### src/rtl/chunked_add_sequencer_if.sv
// rtl/chunked_add_sequencer_if.sv - start/done handshake bundle for chunked_add_sequencer
//
// Signals:
//   start_valid/start_ready  request handshake carrying a, b, c_in, sub
//   busy                     operation in progress
//   done_valid/done_ready    result handshake carrying sum, c_out, overflow
// Modports:
//   master  requester/consumer side
//   slave   sequencer side
interface chunked_add_sequencer_if #(
    parameter int WIDTH = 16
);
    logic             start_valid;
    logic             start_ready;
    logic [WIDTH-1:0] a;
    logic [WIDTH-1:0] b;
    logic             c_in;
    logic             sub;
    logic             busy;
    logic             done_valid;
    logic             done_ready;
    logic [WIDTH-1:0] sum;
    logic             c_out;
    logic             overflow;

    modport master (
        output start_valid, a, b, c_in, sub, done_ready,
        input  start_ready, busy, done_valid, sum, c_out, overflow
    );

    modport slave (
        input  start_valid, a, b, c_in, sub, done_ready,
        output start_ready, busy, done_valid, sum, c_out, overflow
    );
endinterface

### src/rtl/chunked_add_sequencer.sv
// rtl/chunked_add_sequencer.sv - multi-cycle add/sub using one shared CHUNK-bit adder slice
//
// Ports:
//   clk     rising-edge clock
//   resetn  asynchronous active-low reset
//   bus     chunked_add_sequencer_if.slave (start/done handshakes, operands, result)
// Operation: IDLE accepts operands, RUN adds one chunk per cycle from LSB to MSB
// with a carry register between chunks, DONE holds the result until consumed.
module chunked_add_sequencer #(
    parameter int WIDTH = 16,
    parameter int CHUNK = 4
) (
    input  logic                    clk,
    input  logic                    resetn,
    chunked_add_sequencer_if.slave  bus
);
    localparam int N     = WIDTH / CHUNK;
    localparam int IDX_W = (N > 1) ? $clog2(N) : 1;
    localparam int BW    = (WIDTH > 1) ? $clog2(WIDTH) : 1;

    localparam logic [1:0] S_IDLE = 2'd0;
    localparam logic [1:0] S_RUN  = 2'd1;
    localparam logic [1:0] S_DONE = 2'd2;

    logic [1:0]       state;
    logic [IDX_W-1:0] idx;
    logic             carry;
    logic [WIDTH-1:0] a_q;
    logic [WIDTH-1:0] b_q;
    logic [WIDTH-1:0] sum_q;
    logic             c_out_q;
    logic             ovf_q;

    logic [BW-1:0]    base;
    logic [CHUNK-1:0] a_chunk;
    logic [CHUNK-1:0] b_chunk;
    logic [CHUNK:0]   chunk_sum;
    logic             msb_cin;

    always_comb begin
        base      = BW'(idx) * BW'(CHUNK);
        a_chunk   = a_q[base +: CHUNK];
        b_chunk   = b_q[base +: CHUNK];
        chunk_sum = {1'b0, a_chunk} + {1'b0, b_chunk} + {{CHUNK{1'b0}}, carry};
        // Carry into the top bit of the slice: the top sum bit is a^b^cin, so
        // cin falls out of the ripple chain without a second adder.
        msb_cin   = a_chunk[CHUNK-1] ^ b_chunk[CHUNK-1] ^ chunk_sum[CHUNK-1];
    end

    always_ff @(posedge clk or negedge resetn) begin
        if (!resetn) begin
            state   <= S_IDLE;
            idx     <= '0;
            carry   <= 1'b0;
            a_q     <= '0;
            b_q     <= '0;
            sum_q   <= '0;
            c_out_q <= 1'b0;
            ovf_q   <= 1'b0;
        end else begin
            case (state)
                S_IDLE: begin
                    if (bus.start_valid) begin
                        a_q   <= bus.a;
                        // Subtraction is a + ~b + 1: invert b and seed the carry.
                        b_q   <= bus.sub ? ~bus.b : bus.b;
                        carry <= bus.sub ? 1'b1 : bus.c_in;
                        idx   <= '0;
                        sum_q <= '0;
                        state <= S_RUN;
                    end
                end
                S_RUN: begin
                    sum_q[base +: CHUNK] <= chunk_sum[CHUNK-1:0];
                    carry                <= chunk_sum[CHUNK];
                    if (idx == IDX_W'(N - 1)) begin
                        c_out_q <= chunk_sum[CHUNK];
                        ovf_q   <= msb_cin ^ chunk_sum[CHUNK];
                        idx     <= '0;
                        state   <= S_DONE;
                    end else begin
                        idx <= idx + 1'b1;
                    end
                end
                S_DONE: begin
                    if (bus.done_ready) begin
                        state <= S_IDLE;
                    end
                end
                default: state <= S_IDLE;
            endcase
        end
    end

    assign bus.start_ready = (state == S_IDLE);
    assign bus.busy        = (state == S_RUN);
    assign bus.done_valid  = (state == S_DONE);
    assign bus.sum         = sum_q;
    assign bus.c_out       = c_out_q;
    assign bus.overflow    = ovf_q;
endmodule

### src/flat_wrapper.sv
// flat-port wrapper written by rule: the top's interface ports become plain ports
module chunked_add_sequencer_flat 
#(
    parameter int WIDTH = 16,
    parameter int CHUNK = 4
)
  (clk, resetn, bus_start_valid, bus_a, bus_b, bus_c_in, bus_sub, bus_done_ready, bus_start_ready, bus_busy, bus_done_valid, bus_sum, bus_c_out, bus_overflow);
  chunked_add_sequencer_if #(.WIDTH(WIDTH)) bus_i ();
  input  logic clk;
  input  logic resetn;
  input wire logic [$bits(bus_i.start_valid)-1:0] bus_start_valid;
  input wire logic [$bits(bus_i.a)-1:0] bus_a;
  input wire logic [$bits(bus_i.b)-1:0] bus_b;
  input wire logic [$bits(bus_i.c_in)-1:0] bus_c_in;
  input wire logic [$bits(bus_i.sub)-1:0] bus_sub;
  input wire logic [$bits(bus_i.done_ready)-1:0] bus_done_ready;
  output wire logic [$bits(bus_i.start_ready)-1:0] bus_start_ready;
  output wire logic [$bits(bus_i.busy)-1:0] bus_busy;
  output wire logic [$bits(bus_i.done_valid)-1:0] bus_done_valid;
  output wire logic [$bits(bus_i.sum)-1:0] bus_sum;
  output wire logic [$bits(bus_i.c_out)-1:0] bus_c_out;
  output wire logic [$bits(bus_i.overflow)-1:0] bus_overflow;
  assign bus_i.start_valid = bus_start_valid;
  assign bus_i.a = bus_a;
  assign bus_i.b = bus_b;
  assign bus_i.c_in = bus_c_in;
  assign bus_i.sub = bus_sub;
  assign bus_i.done_ready = bus_done_ready;
  assign bus_start_ready = bus_i.start_ready;
  assign bus_busy = bus_i.busy;
  assign bus_done_valid = bus_i.done_valid;
  assign bus_sum = bus_i.sum;
  assign bus_c_out = bus_i.c_out;
  assign bus_overflow = bus_i.overflow;
  chunked_add_sequencer #(.WIDTH(WIDTH), .CHUNK(CHUNK)) u_core (.clk(clk), .resetn(resetn), .bus(bus_i));
endmodule
### config.mk
export PLATFORM = sky130hd
export DESIGN_NAME = chunked_add_sequencer_flat
export DESIGN_NICKNAME = d
export VERILOG_FILES = /design/src/rtl/chunked_add_sequencer_if.sv /design/src/rtl/chunked_add_sequencer.sv /design/src/flat_wrapper.sv
export SDC_FILE = /design/constraint.sdc
export NUM_CORES = 1
export LEC_CHECK = 0
export ABC_AREA = 1
export CAP_MARGIN = 20
export CORE_ASPECT_RATIO = 0.7
export CORE_MARGIN = 3
export CORE_UTILIZATION = 30
export CTS_BUF_LIST = sky130_fd_sc_hd__clkbuf_8
export DETAILED_ROUTE_END_ITERATION = 10
export PLACE_DENSITY = 0.54
export SLEW_MARGIN = 20
export SYNTH_ARGS = -nofsm -noshare
export SYNTH_HDL_FRONTEND = slang
export SYNTH_SLANG_ARGS = --single-unit
### constraint.sdc
create_clock -name clk -period 2.8 [get_ports clk]
set_input_delay 0.56 -clock clk [delete_from_list [all_inputs] [get_ports clk]]
set_output_delay 0.56 -clock clk [all_outputs]
set_load 0.05 [all_outputs]
==> results by group, run 1 <==
Timing
  – RSZ-0062 raised after global routing: no
  – Setup-failing EPs final: 0
  – Final Slew Violations: 0
  – Final worst path period need: 2.443 ns
  – Fmax achieved: 409.4 MHz
  – Clock skew: 0.006985 ns
  – Worst rel slew slack: 66.34%
  – Fin. Hold Viols: 0
  – Sum Neg Setup Slack: 0 ns
  – Fin crit share: 87.23%
  – Final worst slack: 0.3575 ns
  – Worst-margin pin slew: 0.5033 ns

Placed design
  – Post-DP HPWL: 4989 um
  – Dpl cells: 492
  – Pre-CTS WS: 0.5304 ns
  – GPL Wtd Cong: 0.8112
  – Placement Cell Area: 3470 um2
  – Port Buf Inserts: 58

Final layout
  – Non-filler cells in the finished layout: 500
  – Nets: 426
  – Final Core Density: 40.73%
  – Share of layout cells above drive strength 1: 9.737%
  – # diodes: 0
  – Area grow syn2layout: 27.70%
  – Post-route cell area: 3553 um2

Logic synthesis
  – Syn Std Cell Area: 2783 um2
  – Largest area contributor in the netlist: dfrtp_1
  – Synth top cells by count: 101 x nand2_1, 55 x dfrtp_1, 24 x o21ai_1
  – Number of distinct library cells after synthesis: 30
  – Syn Inst Count: 320
  – EDFF count, synth: 0
  – Yosys warning count: 0
  – Post-synth top flop: dfrtp_1
  – Most common cell in the netlist: nand2_1
  – Main area contributors after synthesis: dfrtp_1 49%, nand2_1 14%, xnor2_1 5.0%
  – Synth Net Count: 367
  – Synthesized flop and latch total: 55
  – Syn Area/Cell: 8.696 um2
  – Asr flop ratio synth: 100.0%
  – Seq/Total Area, Yosys: 49.46%
  – Top-area cell type share of the netlist area: 49.46%

Floorplan
  – Die Y: 86.58 um
  – Chip width: 121.1 um
  – Starting Density: 31.90%
  – I/O pin count: 59
  – Rows: 28
  – Die area: 10,490 um2
  – Core area: 8723 um2

Critical path
  – Slowest-stage cell, CP: clkdlybuf4s50_1
  – Type of destination of the critical path: output port
  – FF-to-FF path depth: 9
  – End of the critical path: bus_busy
  – Crit path required time: 2.24 ns
  – Critical R2R Launch: u_core.idx[0]
  – CP top delay family: buffers and inverters
  – Max FO, Critical Path: 10
  – CP Launch Type: register
  – Worst path max stage delay: 0.85 ns
  – Crit-path cells: nor2_8 -> clkdlybuf4s50_1
  – Critical Path Source: u_core.state[1]
  – Crit path kind: register to output port
  – WP depth: 2
  – CP bufs+invs: 1
  – Worst R2R Setup Slack: 0.50 ns
  – Reg2Reg Capture Point: u_core.bus.sum[5]
  – Arrival @ worst endpoint: 1.88 ns

Pwr
  – Sw Ratio: 49.67%
  – Combinational Power Share: 59.0%
  – Power share of the clock group: 9.9%
  – Leakage power: 0.001631 uW
  – Pwr per Cell Area: 1232 nW/um2
  – NetSw: 2175 uW
  – Peak supply drop: 0.0004297 V
  – Internal power: 2204 uW
  – Seq pwr share: 31.1%

CTS
  – Clk Latency, worst-skew pair: 0.30 ns
  – Clock tree buffer depth: 2
  – Post-CTS Setup Bufs: 0
  – H-Tree Level Count: 2
  – CTS Buf Count: 5
  – CTS tree: built
  – Post-CTS Hold Buffers: 0
  – Clk slew on worst S/H paths: 0.10 ns
  – Post-cts resize count: 0
  – Sink Count: 55
  – CTS Root Cell: clkbuf_8

Outcome
  – Status: complete, no violations

GRT
  – Gr usage total: 13.16%
  – GRT overflow: 0
  – Antenna violations before repair: 0
  – Vias in the first global route: 2,238
  – First-pass GRT wire length: 10,960 um
  – Largest net degree at the start of global routing: 41

Routing
  – Detail Route Antenna Nets: 0
  – Pre-antenna DRT Iters: 4
  – WL final: 6540 um
  – DR WL/cell: 13.08 um
  – Via/cell ratio: 4.486
  – Vias: 2,243
  – DRT iter0 DRCs: 146
  – DRC: 0

Worst hold path
  – Hold crit path type: input pin to asynchronous set/reset pin

Run
  – Maxcap violations: 0
[final cells by class]
type / count / area (um2)
timing repair buffer: 66 / 635.6
inverter: 25 / 93.84
clock inverter: 3 / 15.01
tap: 120 / 150.1
clock buffer: 5 / 68.82
fill: 907 / 5170
multi-input combinational: 226 / 1214
sequential: 55 / 1376
[layout by cell type (no fill, tap or decap), drive strengths merged]
cell,instances
nor2,19
o22ai,8
o21ai,44
dfrtp,55
o211ai,1
ha,7
clkdlybuf4s50,57
nor3,1
xor2,1
inv,25
clkbuf,5
xnor2,16
nand3,10
clkinv,3
nand2,104
nand4,4
o21a,1
buf,9
a21oi,3
a32oi,2
o31ai,3
fa,2
[how the worst min path moves through the flow]
stage	startpoint	end	slack, ns
CTS	resetn	u_core.carry	0.17
finish	resetn	u_core.carry	0.16
floorplan	resetn	u_core.a_q[0]	0.26
global route	resetn	u_core.carry	0.18
global placement	u_core.a_q[5]	u_core.a_q[5]	0.47
detailed placement	u_core.a_q[10]	u_core.a_q[10]	0.47
[per-stage QoR]
step                hold WS, ns  total power, uW
floorplan                0.2644             3231
global placement         0.4678             3939
detailed placement       0.4672             3964
CTS                      0.1657             4407
global route             0.1767             4777
finish                   0.1605             4380
[metal layers]
| metal | up-vias | wire, um | track usage, % |
|---|---|---|---|
| li1 | 1152 | - | - |
| met1 | 1044 | 3435 | 19.79 |
| met2 | 45 | 2759 | 19.56 |
| met3 | 2 | 324 | 3.196 |
| met4 | 0 | 20 | 2.160 |
| met5 | - | 0 | 0 |
[logic make-up after synthesis]
logic type	count (synthesis)	synth area share (%)
AND/OR/NAND/NOR	138	21.18
AO/OA/AOI/OAI	62	12.50
XOR/XNOR	17	5.351
flip-flops	55	49.46
buffers and inverters	39	6.924
adder cells (fa/ha/maj)	9	4.586
[power groups by stage]
stage / Combinational (uW) / Sequential, uW / Clock (uW)
final: 2590 / 1360 / 432
after global routing: 2910 / 1400 / 470
after CTS: 2600 / 1360 / 445
after detailed placement: 2590 / 1370 / 0
after global placement: 2550 / 1380 / 0
after floorplan: 1620 / 1610 / 0
[state kept, by name, indices dropped and copies added (netlist names)]
name and flops:
u_core.a_q 16, u_core.b_q 16, u_core.bus.c_out 1, u_core.state 2, u_core.idx 2, u_core.carry 1
u_core.bus.overflow 1, u_core.bus.sum 16
No activity file was read; power rests on OpenSTA's default activity.
==> run 2: changes to the inputs <==
Settings changed: CTS_CLUSTER_SIZE set to 20.
==> results of run 2 <==
The final DEF is identical to that of run 1; final timing and power are the same.
